`config.mk`:
```
export PLATFORM = sky130hd
export DESIGN_NAME = branch_target_buffer
export DESIGN_NICKNAME = d
export VERILOG_FILES = /design/src/rtl/cpu_types_pkg.sv /design/src/rtl/btb_tag_array.sv /design/src/rtl/branch_target_buffer.sv
export SDC_FILE = /design/constraint.sdc
export NUM_CORES = 1
export LEC_CHECK = 0
export CORE_MARGIN = 5
export CORE_UTILIZATION = 45
export CTS_BUF_LIST = sky130_fd_sc_hd__clkbuf_4
export CTS_CLUSTER_SIZE = 20
export DETAILED_ROUTE_END_ITERATION = 6
export PLACE_DENSITY = 0.67
export SLEW_MARGIN = 20
export SYNTH_ARGS = -nofsm -noshare
export SYNTH_HDL_FRONTEND = slang
export SYNTH_SLANG_ARGS = --single-unit
```
`constraint.sdc`:
```
create_clock -name CLK -period 7.35 [get_ports CLK]
set_input_delay 1.47 -clock CLK [delete_from_list [all_inputs] [get_ports CLK]]
set_output_delay 1.47 -clock CLK [all_outputs]
set_load 0.01 [all_outputs]
```
`src/rtl/cpu_types_pkg.sv`:
```
// Shared CPU types: machine word and the branch target buffer entry layout.
// The BTB index width is shared with the local-history predictor's pc[5:2] indexing.
package cpu_types_pkg;

    typedef logic [31:0] word_t;

    localparam int BTB_IDX_W = 4;
    localparam int BTB_TAG_W = 30 - BTB_IDX_W;

    typedef struct packed {
        logic                 valid;
        logic [BTB_TAG_W-1:0] tag;
        word_t                target;
    } btb_entry_t;

endpackage

```
`src/rtl/btb_tag_array.sv`:
```
// Direct-mapped BTB storage: one async read port, one write port.
// Only the valid bits are reset; tag and target are don't-care while invalid.
module btb_tag_array
    import cpu_types_pkg::*;
#(
    parameter int IDX_W = BTB_IDX_W,
    parameter int TAG_W = 30 - IDX_W
) (
    input  logic             clk_i,
    input  logic             rst_ni,
    input  logic [IDX_W-1:0] rd_idx_i,
    output logic             rd_valid_o,
    output logic [TAG_W-1:0] rd_tag_o,
    output word_t            rd_target_o,
    input  logic             wr_en_i,
    input  logic [IDX_W-1:0] wr_idx_i,
    input  logic [TAG_W-1:0] wr_tag_i,
    input  word_t            wr_target_i
);

    localparam int DEPTH = 1 << IDX_W;

    logic [DEPTH-1:0] valid_q;
    logic [TAG_W-1:0] tag_q    [DEPTH];
    word_t            target_q [DEPTH];

    always_ff @(posedge clk_i or negedge rst_ni) begin
        if (!rst_ni) begin
            valid_q <= '0;
        end else if (wr_en_i) begin
            valid_q[wr_idx_i] <= 1'b1;
        end
    end

    always_ff @(posedge clk_i) begin
        if (wr_en_i) begin
            tag_q[wr_idx_i]    <= wr_tag_i;
            target_q[wr_idx_i] <= wr_target_i;
        end
    end

    // No write-to-read bypass: a same-cycle lookup returns the old entry.
    assign rd_valid_o  = valid_q[rd_idx_i];
    assign rd_tag_o    = tag_q[rd_idx_i];
    assign rd_target_o = target_q[rd_idx_i];

endmodule

```
`src/rtl/branch_target_buffer.sv`:
```
// Fetch-stage branch target buffer: lookup and next-PC prediction in fetch,
// resolution check, redirect PC and hit/miss statistics in MEM.
module branch_target_buffer
    import cpu_types_pkg::*;
#(
    parameter int IDX_W = BTB_IDX_W,
    parameter int TAG_W = 30 - IDX_W
) (
    input  logic  CLK,
    input  logic  nRST,
    input  logic  ihit,
    input  word_t pc,
    input  logic  takebranch,
    input  word_t pcmem,
    input  logic  exmembeq_o,
    input  logic  exmembne_o,
    input  logic  changepc_branch,
    input  word_t branchtarget_mem,
    input  logic  predtaken_mem,
    input  word_t predtarget_mem,
    output logic  btbhit,
    output logic  predtaken,
    output word_t npc_pred,
    output logic  mispredict,
    output word_t npc_fix,
    output word_t hitcount,
    output word_t misscount
);

    logic             rd_valid;
    logic [TAG_W-1:0] rd_tag;
    word_t            rd_target;
    logic             resolve;
    logic             update;
    word_t            hitcount_q, hitcount_d;
    word_t            misscount_q, misscount_d;
    logic             unused_pc_lsbs;

    assign unused_pc_lsbs = ^{pc[1:0], pcmem[1:0]};

    btb_tag_array #(
        .IDX_W (IDX_W),
        .TAG_W (TAG_W)
    ) u_tag_array (
        .clk_i       (CLK),
        .rst_ni      (nRST),
        .rd_idx_i    (pc[IDX_W+1:2]),
        .rd_valid_o  (rd_valid),
        .rd_tag_o    (rd_tag),
        .rd_target_o (rd_target),
        .wr_en_i     (update),
        .wr_idx_i    (pcmem[IDX_W+1:2]),
        .wr_tag_i    (pcmem[31:IDX_W+2]),
        .wr_target_i (branchtarget_mem)
    );

    assign btbhit    = rd_valid && (rd_tag == pc[31:IDX_W+2]);
    assign predtaken = btbhit && takebranch;
    assign npc_pred  = predtaken ? rd_target : pc + 32'd4;

    assign resolve = ihit && (exmembeq_o || exmembne_o);
    // Not-taken resolutions leave the table alone; direction belongs to the predictor.
    assign update  = resolve && changepc_branch;

    assign mispredict = resolve &&
        ((changepc_branch != predtaken_mem) ||
         (changepc_branch && predtaken_mem && (predtarget_mem != branchtarget_mem)));
    assign npc_fix = changepc_branch ? branchtarget_mem : pcmem + 32'd4;

    always_comb begin
        hitcount_d  = hitcount_q;
        misscount_d = misscount_q;
        if (resolve) begin
            if (mispredict) begin
                if (misscount_q != '1) misscount_d = misscount_q + 32'd1;
            end else begin
                if (hitcount_q != '1) hitcount_d = hitcount_q + 32'd1;
            end
        end
    end

    always_ff @(posedge CLK or negedge nRST) begin
        if (!nRST) begin
            hitcount_q  <= '0;
            misscount_q <= '0;
        end else begin
            hitcount_q  <= hitcount_d;
            misscount_q <= misscount_d;
        end
    end

    assign hitcount  = hitcount_q;
    assign misscount = misscount_q;

endmodule

```
-- Word-level counts from Yosys, hierarchy flattened
Memory sizes are Yosys's and may differ from the RTL's.
Cells that the tools add are included.
- register bits after elaboration: 80
- bits in latches: 0
- RAM bits: 928
- ROM bits: 0
- output and inout port bits: 131
- logic and storage cells: 39
- memories kept: 2
- memories (name ; words ; width ; rd ports ; clocked after Yosys merged registers in ; write ports ; RTL line ; text):
    u_tag_array.target_q ; 16 ; 32 ; 1 ; 0 ; 1 ; btb_tag_array.sv:25 ; word_t target_q [DEPTH];
    u_tag_array.tag_q ; 16 ; 26 ; 1 ; 0 ; 1 ; btb_tag_array.sv:24 ; logic [TAG_W-1:0] tag_q [DEPTH];
- add/sub/neg operators: 4
- $mul: 0
- divide/modulo/power cells: 0
- order comparisons: 3
- equality and inequality tests: 5
- shift-type cells: 0
- muxes and demuxes: 8
- bitwise gates (word level): 2
- reduce and logical (&&, ||, !) cells: 12
- operators with widths (operator ; count):
    $add 32x1->32 const B ; 2
    $add 32x3->32 const B ; 2
    $mux 32 ; 2
    $ne 32x32->1 const B ; 2
    $ne 32x32->1 ; 1
    $eq 26x26->1 ; 1
    $or 16x16->16 ; 1
    $lt 4x5->1 const B ; 2
    $logic_and 1x1->1 ; 8
    $reduce_and 3->1 ; 2
    $bmux 1 s4 ; 1
    $demux 1 s4 ; 1
    $ge 4x1->1 const B ; 1
    $mux 1 ; 4
    $logic_or 1x1->1 ; 2
    $ne 1x1->1 ; 1
    $not 1->1 ; 1

-- Logic depth before layout (Yosys ltp)
Gate-level depths: netlist (run 1).
- depth in word-level cells: 6
- gate-level depth with buffers: 15
- mapped depth without buffers: 9

-- Hierarchy
From an unflattened synthesis (run 1), not the netlist that was laid out.
- cells, all modules: 2194
- area total of the unflattened synthesis: 40959.3 sq um
- by module, submodules not included (module ; times used ; cells an instance ; area an instance (sq um)):
    btb_tag_array ; 1 ; 1479 ; 35293.8
    branch_target_buffer ; 1 ; 715 ; 5665.4

-- Least setup slack after synthesis (run 1)
OpenSTA, ideal clock, no wires.
- kind: input port to flip-flop
- from: input port changepc_branch
- to: register u_tag_array.valid_q[0]
- setup time: 0.089 ns
- arrival time: 6.453 ns
- path slack: 0.808 ns
- cell stages on the path: 5
- buffers on the path: 1
- cells stage by stage: clkbuf_1 > and2_1 > nand2_1 > nor3_1 > or2_2
- word-level cells in the longest chain between the ends: 1
- RTL lines (element ; RTL line ; text):
    start: declaration ; branch_target_buffer.sv:17 ; input logic changepc_branch,
    $logic_and 1x1->1 ; branch_target_buffer.sv:63 ; assign update = resolve && changepc_branch;
    end signal: assignment ; btb_tag_array.sv:29 ; valid_q <= '0;
    end signal: indexed assignment ; btb_tag_array.sv:31 ; valid_q[wr_idx_i] <= 1'b1;
    end: declaration ; btb_tag_array.sv:23 ; logic [DEPTH-1:0] valid_q;
Every way passes these cells.
A chain may end at the register's enable or synchronous reset.

-- Worst setup path after layout (run 1)
- from: input port pcmem[5]
- to: output port npc_fix[31]
- word-level cells in the longest chain between the ends: 2
- RTL lines (element ; RTL line ; text):
    start: declaration ; branch_target_buffer.sv:14 ; input word_t pcmem,
    $add 32x3->32 ; branch_target_buffer.sv:68 ; assign npc_fix = changepc_branch ? branchtarget_mem : pcmem + 32'd4;
    $mux 32 ; branch_target_buffer.sv:68 ;
    end: declaration ; branch_target_buffer.sv:25 ; output word_t npc_fix,
Every way passes these cells.

==> results of run 1 <==
-- state kept, by name (all words and copies together) (netlist names) --
register	count
u_tag_array.target_q	512
u_tag_array.valid_q	16
hitcount	32
u_tag_array.tag_q	416
misscount	32
-- layer usage --
| metal | wire [µm] | vias up | GRT usage |
|---|---|---|---|
| met4 | 2350 | 4 | 0.0621 |
| met3 | 11400 | 149 | 0.0666 |
| met5 | 27 | - | 0 |
| met2 | 59900 | 1414 | 0.398 |
| li1 | - | 10400 | - |
| met1 | 50900 | 12900 | 0.344 |
-- synth_stat cells, types with 24 or more instances --
cell type	count	area, µm²
buf_2	31	155
nand3_1	55	275
clkbuf_1	46	173
xor2_1	106	928
xnor2_1	63	552
mux2_4	30	450
dfrtp_1	80	2000
o21ai_0	42	210
edfxtp_1	928	27900
nor2_1	73	274
and3_1	24	150
nor4_1	25	156
inv_1	32	120
nor3_1	45	225
mux2i_1	107	1070
nand2_1	96	360
nand4_1	26	163
mux4_2	224	5040
-- kinds of logic (layout without fill, tap and decap cells) --
family / Yosys count / count (layout) / synth area share
multiplexers: 384 / 384 / 0.164
adder cells (fa/ha/maj): 8 / 8 / 0.00237
AND/OR/NAND/NOR: 411 / 411 / 0.0489
flip-flops: 1008 / 1008 / 0.707
other: 0 / 4 / 0
AO/OA/AOI/OAI: 145 / 145 / 0.0237
buffers and inverters: 151 / 868 / 0.0191
XOR/XNOR: 169 / 169 / 0.0350
-- worst paths after layout --
path                                   startpoint                endpoint  slack (ps)  cells past startpoint
max                                      pcmem[5]             npc_fix[31]         260                     10
min                                          nRST  u_tag_array.valid_q[5]         430                      1
max reg2reg                         misscount[15]           misscount[29]        4240                      8
min reg2reg                u_tag_array.valid_q[3]  u_tag_array.valid_q[3]         470                      1
max in group asynchronous                    nRST           misscount[24]        6370                      1
min in group CLK           u_tag_array.valid_q[3]  u_tag_array.valid_q[3]         470                      1
-- worst max-delay path, stage by stage --
cell and delay [ps]:
clkdlybuf4s50_1 710, nand2_1 350, or3_1 600, nor3_1 610, nand2_1 260, nor2_1 260, nand3_1 130, xor2_1 510
o21ai_0 180, clkdlybuf4s50_1 520
-- cell type report --
type	instances	area, µm²	share of cell area
sequential	1008	29900	0.593
timing repair buffer	399	3910	0.0776
antenna	4	10.0	0.000199
multi-input combinational	1117	11700	0.233
inverter	34	129	0.00256
clock inverter	50	278	0.00552
tap	1254	1570	0.0312
clock buffer	385	2890	0.0574
-- metrics by stage --
stage / instances / hold slack [ps]
2_1_floorplan: 2276 / 434
3_3_place_gp: 3808 / 445
3_5_place_dp: 3812 / 447
4_1_cts: 4247 / 463
5_1_grt: 4250 / 369
6_report: 4251 / 426
-- power groups by stage --
stage | Combinational (mW) | Clock [mW] | Sequential, mW
floorplan | 0.516 | 0 | 6.55
detailed placement | 1.10 | 0 | 6.55
global placement | 1.09 | 0 | 6.55
global route | 1.16 | 5.12 | 6.44
finish | 1.10 | 4.66 | 6.44
CTS | 1.10 | 4.79 | 6.43
==> impl_metrics.yaml, run 1 <==
synth:
  async_flop_share: 0.0794
  synthDistinctLibCells: 74
  ys_warn_count: 0
  seq_area_frac_synth: 0.707
  synth-main-ff-cell: "edfxtp_1"
  synth_nets: 2420
  synthesis.area_um2: 42300
  synth-edff-count: 928
  synth.avg_cell_area_um2: 18.6
  ys_ff_latch: 1008
  syn_inst: 2276
floorplanning:
  die_y_um: 316
  die_w_um: 316
  initial_core_util: 0.453
  core-area_um2: 93300
  die_area_um2: 100000
  rows: 112
  io_pins: 267
timing:
  min_period_ps: 7090
  finalSetupTns_ps: 0
  max_slew_margin: 0.332
  finalSetupViolCount: 0
  clock_skew_ps: 43.6
  finalCritPeriodShare: 0.965
  slew_violations: 0
  rsz0062_at_grt: "false"
  fmax_mhz: 141
  hold_viol: 0
  worst_slack_ps: 258
  worst_pin_slew_ps: 1000
grt:
  antenna_found_initial: 6
  grt_pass1_wl_um: 178000
  overflow: 0
  globalRouteTotalUtil: 0.248
  grt_start_max_net_pins: 81
  first_global_vias: 25800
place:
  dp_hpwl_um: 79900
  gp_congestion: 0.913
  portBuffers: 266
  dp_slack_ps: 168
  placed_cell_area_um2: 47200
power_and_ir_drop:
  ir_worst_vdd_uv: 159
  power_switching_mw: 2.85
  internal_power_mw: 9.35
  swShare: 0.234
  power.density_nw_per_um2: 242
  sequentialPowerShare: 0.528
  p_leak_nw: 17.5
  power_frac_comb: 0.090
  pwr-share-clk: 0.382
  p_total_mw: 12.2
layout:
  final_nets: 2981
  final_common_cell: "edfxtp_1"
  final_cell_area_um2: 50400
  final_cell_mix: "edfxtp_1, clkbuf_4, clkdlybuf4s50_1"
  fill_cells: 7525
  fin_util: 0.540
  drive_gt1_frac: 0.285
  syn_to_final_growth_pct: 19.2
critical_path:
  path_class: "primary input to output pin"
  cp_max_fo: 9
  end_kind: "output pin"
  crit_path_start_kind: "primary input"
  cp_data_arrival_time_ps: 5620
  crit_required_ps: 5880
route:
  viasPerCell: 5.86
  drc: 0
  routed_wl_um: 125000
  vias: 24900
  drt_iter0_markers: 2535
  postRouteAntennaNets: 0
  wl_per_cell_um: 29.3
  dr.pass1.iters: 5
cts:
  cts_buffer_depth: 4
  htreeDepth: 5
  cts_tree: "yes"
  ctsResizeCount: 0
  clk_pin_slew_ps: 70
  cts_setup_buffers: 0
  insertion_delay_ps: 1100
  numCtsBuffers: 277
  cts.sinks: 1008
  cts_root_buf: "clkbuf_4"
  cts_hold_buf: 0
worst_hold_path:
  hp-class: "primary input to asynchronous set/reset pin"
status:
  outcome: "completed"
job:
  drv_cap: 0
No activity file was read; power rests on OpenSTA's default activity.
==> inputs of run 2 (changes only) <==
SLEW_MARGIN = 10   (was 20)
==> impl_metrics.yaml, run 2 (synthesized netlist as in run 1, its figures left out) <==
critical_path:
  cp_data_arrival_time_ps: 5610
  end_kind: "output pin"
  cp_max_fo: 9
  crit_path_start_kind: "primary input"
  crit_required_ps: 5880
  path_class: "primary input to output pin"
cts:
  insertion_delay_ps: 1150
  cts_setup_buffers: 0
  numCtsBuffers: 274
  cts_tree: "yes"
  cts_root_buf: "clkbuf_4"
  cts.sinks: 1008
  htreeDepth: 5
  ctsResizeCount: 0
  cts_hold_buf: 0
  cts_buffer_depth: 4
  clk_pin_slew_ps: 60
job:
  drv_cap: 0
grt:
  antenna_found_initial: 6
  overflow: 0
  globalRouteTotalUtil: 0.249
  grt_start_max_net_pins: 81
  met1_usage: 0.342
  first_global_vias: 25900
  grt_pass1_wl_um: 178000
  grt_util_met3: 0.0701
  use_met2: 0.393
  top_usage_layer: "met2"
power_and_ir_drop:
  ir_worst_vdd_uv: 175
  pwr-share-clk: 0.390
  internal_power_mw: 9.48
  p_leak_nw: 17.5
  sequentialPowerShare: 0.521
  swShare: 0.233
  power_switching_mw: 2.87
  power.density_nw_per_um2: 245
  p_total_mw: 12.4
  power_frac_comb: 0.089
timing:
  finalCritPeriodShare: 0.963
  finalSetupTns_ps: 0
  worst_pin_slew_ps: 1230
  fin_hold_ws_ps: 464
  finalSetupViolCount: 0
  clock_skew_ps: 39.6
  hold_viol: 0
  min_period_ps: 7080
  rsz0062_at_grt: "false"
  slew_violations: 0
  max_slew_margin: 0.179
  fmax_mhz: 141
route:
  vias: 24800
  wl_per_cell_um: 29.2
  viasPerCell: 5.84
  routed_wl_um: 124000
  drt_iter0_markers: 2469
  drc: 0
  dr.pass1.iters: 5
  postRouteAntennaNets: 0
layout:
  syn_to_final_growth_pct: 19.2
  final_cell_area_um2: 50400
  final_nets: 2974
  reg_top3: "u_tag_array.target_q x512, u_tag_array.tag_q x416"
  final_cell_mix: "edfxtp_1, clkbuf_4, clkdlybuf4s50_1"
  final_common_cell: "edfxtp_1"
  drive_gt1_frac: 0.289
  regMostFlops: "u_tag_array.target_q"
  largest_reg_flops: 512
floorplanning:
  die_y_um: 316
  die_area_um2: 100000
  core-area_um2: 93300
  die_w_um: 316
  initial_core_util: 0.453
  io_pins: 267
  rows: 112
worst_hold_path:
  hp-class: "flip-flop to flip-flop"
place:
  gp_congestion: 0.913
  dp_hpwl_um: 79400
  placed_cell_area_um2: 47100
  portBuffers: 266
status:
  outcome: "completed"
## run 2: cell count changes in the layout (fill, tap and decap cells not counted), moves of 2 or more
| cell | change |
|---|---|
| diode_2 | +2 |
| buf_16 | -2 |
| buf_6 | -2 |
| buf_4 | +2 |
| clkinv_1 | -9 |
| clkbuf_4 | +18 |
## run 2: area by class of cell
class,count,area [µm²]
multi-input cells,1117,11700
inverters,34,129
clock buffers,403,3030
flip-flops and latches,1008,29900
well taps,1254,1570
diodes,6,15.0
repair buffers,395,3810
fillers,7467,42900
clock inverters,40,262
## run 2: worst max-delay path: stages
cell	delay (ps)
clkdlybuf4s50_1	720
nand2_1	350
or3_1	600
nor3_1	620
nand2_1	260
nor2_1	250
nand3_1	130
xor2_1	510
o21ai_0	160
clkdlybuf4s50_1	520
## run 2: layer usage
metal	share of wire	vias up
met5	0.00027	-
met4	0.024	6
met3	0.092	199
met2	0.48	1317
met1	0.41	12900
li1	-	10400
## run 2: through the flow
stage | util | setup slack (ps) | std cells
after floorplan | - | 808 | 2276
after global placement | 0.505 | 264 | 3808
after detailed placement | 0.505 | 163 | 3808
after CTS | 0.540 | 165 | 4251
after global routing | 0.540 | 45.2 | 4253
final | 0.540 | 270 | 4257
## run 2: path summary, 6_finish.rpt
kind	start	to	slack (ps)	cells past startpoint
worst min-delay path	u_tag_array.valid_q[4]	u_tag_array.valid_q[4]	460	1
min in group asynchronous	nRST	hitcount[31]	520	1
worst max register to register	misscount[15]	misscount[29]	4230	8
worst max-delay path	pcmem[5]	npc_fix[31]	270	10
max in group asynchronous	nRST	u_tag_array.valid_q[11]	6130	1
worst min register to register	u_tag_array.valid_q[4]	u_tag_array.valid_q[4]	460	1
## run 2: power by group through the flow
stage                     Combinational, mW  Sequential [mW]  Clock (mW)
after floorplan                       0.516             6.55           0
after global placement                 1.09             6.55           0
after detailed placement               1.10             6.55           0
after CTS                              1.10             6.43        4.93
after global routing                   1.16             6.44        5.25
final                                  1.10             6.43        4.82
==> inputs of run 3 (changes only) <==
ABC_CLOCK_PERIOD_IN_PS = 7350   (was default)
CTS_BUF_LIST = default   (was sky130_fd_sc_hd__clkbuf_4)
==> impl_metrics.yaml, run 3 (synthesized netlist as in run 1, its figures left out) <==
status:
  outcome: "completed"
route:
  wl_per_cell_um: 30.8
  postRouteAntennaNets: 0
  drt_iter0_markers: 2533
  routed_wl_um: 123000
  drc: 0
  viasPerCell: 5.96
  vias: 23800
  dr.pass1.iters: 5
cts:
  cts_buffer_depth: 3
  cts_hold_buf: 0
  clk_pin_slew_ps: 60
  htreeDepth: 3
  cts_root_buf: "clkbuf_16"
  ctsResizeCount: 0
  cts_setup_buffers: 0
  numCtsBuffers: 101
  insertion_delay_ps: 670
  cts.sinks: 1008
  cts_tree: "yes"
layout:
  final_nets: 2801
  reg_top3: "u_tag_array.target_q x512, u_tag_array.tag_q x416"
  regMostFlops: "u_tag_array.target_q"
  final_cell_mix: "edfxtp_1, clkdlybuf4s50_1, mux4_2"
  largest_reg_flops: 512
  syn_to_final_growth_pct: 19.1
  fin_util: 0.539
  fill_cells: 7288
  drive_gt1_frac: 0.215
  final_common_cell: "edfxtp_1"
critical_path:
  path_class: "primary input to output pin"
  end_kind: "output pin"
  crit_required_ps: 5880
  crit_path_max_incr_delay_ps: 730
  crit_path_start_kind: "primary input"
  cp_max_fo: 9
  reg2reg_slack_ps: 4240
  path_cells: "clkdlybuf4s50_1, nand2_1, or3_1, nor3_1, nand2_1, nor2_1, nand3_1, xor2_1, o21ai_0, clkdlybuf4s50_1"
  crit_path_top_delay_cell: "clkdlybuf4s50_1"
  cp_data_arrival_time_ps: 5690
grt:
  globalRouteTotalUtil: 0.245
  grt_pass1_wl_um: 176000
  grt_start_max_net_pins: 81
  first_global_vias: 24200
  antenna_found_initial: 7
  overflow: 0
floorplanning:
  die_area_um2: 100000
  die_y_um: 316
  io_pins: 267
  initial_core_util: 0.453
  core-area_um2: 93300
  die_w_um: 316
  rows: 112
timing:
  finalSetupViolCount: 0
  finalCritPeriodShare: 0.974
  finalSetupTns_ps: 0
  clock_skew_ps: 13.8
  max_slew_margin: 0.177
  fmax_mhz: 140
  slew_violations: 0
  rsz0062_at_grt: "false"
  min_period_ps: 7160
  hold_viol: 0
  worst_slack_ps: 190
  worst_pin_slew_ps: 1230
place:
  dp_hpwl_um: 79400
  dp_slack_ps: 163
  portBuffers: 266
  gp_congestion: 0.913
job:
  drv_cap: 0
power_and_ir_drop:
  power.density_nw_per_um2: 251
  p_leak_nw: 17.1
  ir_worst_vdd_uv: 181
worst_hold_path:
  hp-class: "flip-flop to flip-flop"
[run 3: cell types whose count changed in the layout (fill, tap and decap cells not counted), sizes merged]
cell	before	now
clkinv	32	37
clkbuf	403	131
inv	38	37
clkinvlp	0	4
diode	6	2
bufinv	4	10
[run 3: layer usage]
metal  vias up  routed length, µm  track usage  share of wire
met3       174              10900       0.0509          0.088
met5         -                 27            0        0.00022
li1       9911                  -            -              -
met4         4               3220       0.0653          0.026
met1     12500              50400        0.347           0.41
met2      1232              58600        0.392           0.48
[run 3: where the power goes]
| part | leakage (nW) | internal [mW] | switching [mW] |
|---|---|---|---|
| combinational | 6.14 | 0.489 | 0.607 |
| clock | 1.58 | 2.95 | 2.16 |
| sequential | 9.36 | 6.37 | 0.0697 |
[run 3: path summary, 6_finish.rpt]
check	from	depth (start not counted)	end
worst max-delay path	pcmem[5]	10	npc_fix[31]
min in group asynchronous	nRST	1	hitcount[23]
max in group asynchronous	nRST	1	u_tag_array.valid_q[11]
worst min-delay path	u_tag_array.valid_q[3]	1	u_tag_array.valid_q[3]
worst min register to register	u_tag_array.valid_q[3]	1	u_tag_array.valid_q[3]
worst max register to register	misscount[15]	8	misscount[29]
[run 3: worst max-delay path: cells and delay by family]
kind	cells	cell delay, ps
AND/OR/NAND/NOR	6	2240
buffers and inverters	2	1260
XOR/XNOR	1	530
AO/OA/AOI/OAI	1	160
[run 3: cell type report]
type | count | area (µm²) | share of cell area
flip-flops and latches | 1008 | 29900 | 0.593
clock buffers | 131 | 2710 | 0.0539
inverters | 34 | 129 | 0.00256
repair buffers | 395 | 3810 | 0.0757
diodes | 2 | 5.00 | 0.0000994
clock inverters | 54 | 543 | 0.0108
multi-input cells | 1117 | 11700 | 0.233
well taps | 1254 | 1570 | 0.0312
[run 3: stage by stage]
step | hold WS, ps | power (mW) | instance area [µm²] | std cells
after global placement | 445 | 7.63 | 47100 | 3808
after global routing | 477 | 13.0 | 50300 | 3993
after CTS | 461 | 12.7 | 50300 | 3993
after detailed placement | 447 | 7.65 | 47100 | 3808
after floorplan | 434 | 7.07 | 42300 | 2276
final | 465 | 12.6 | 50300 | 3995
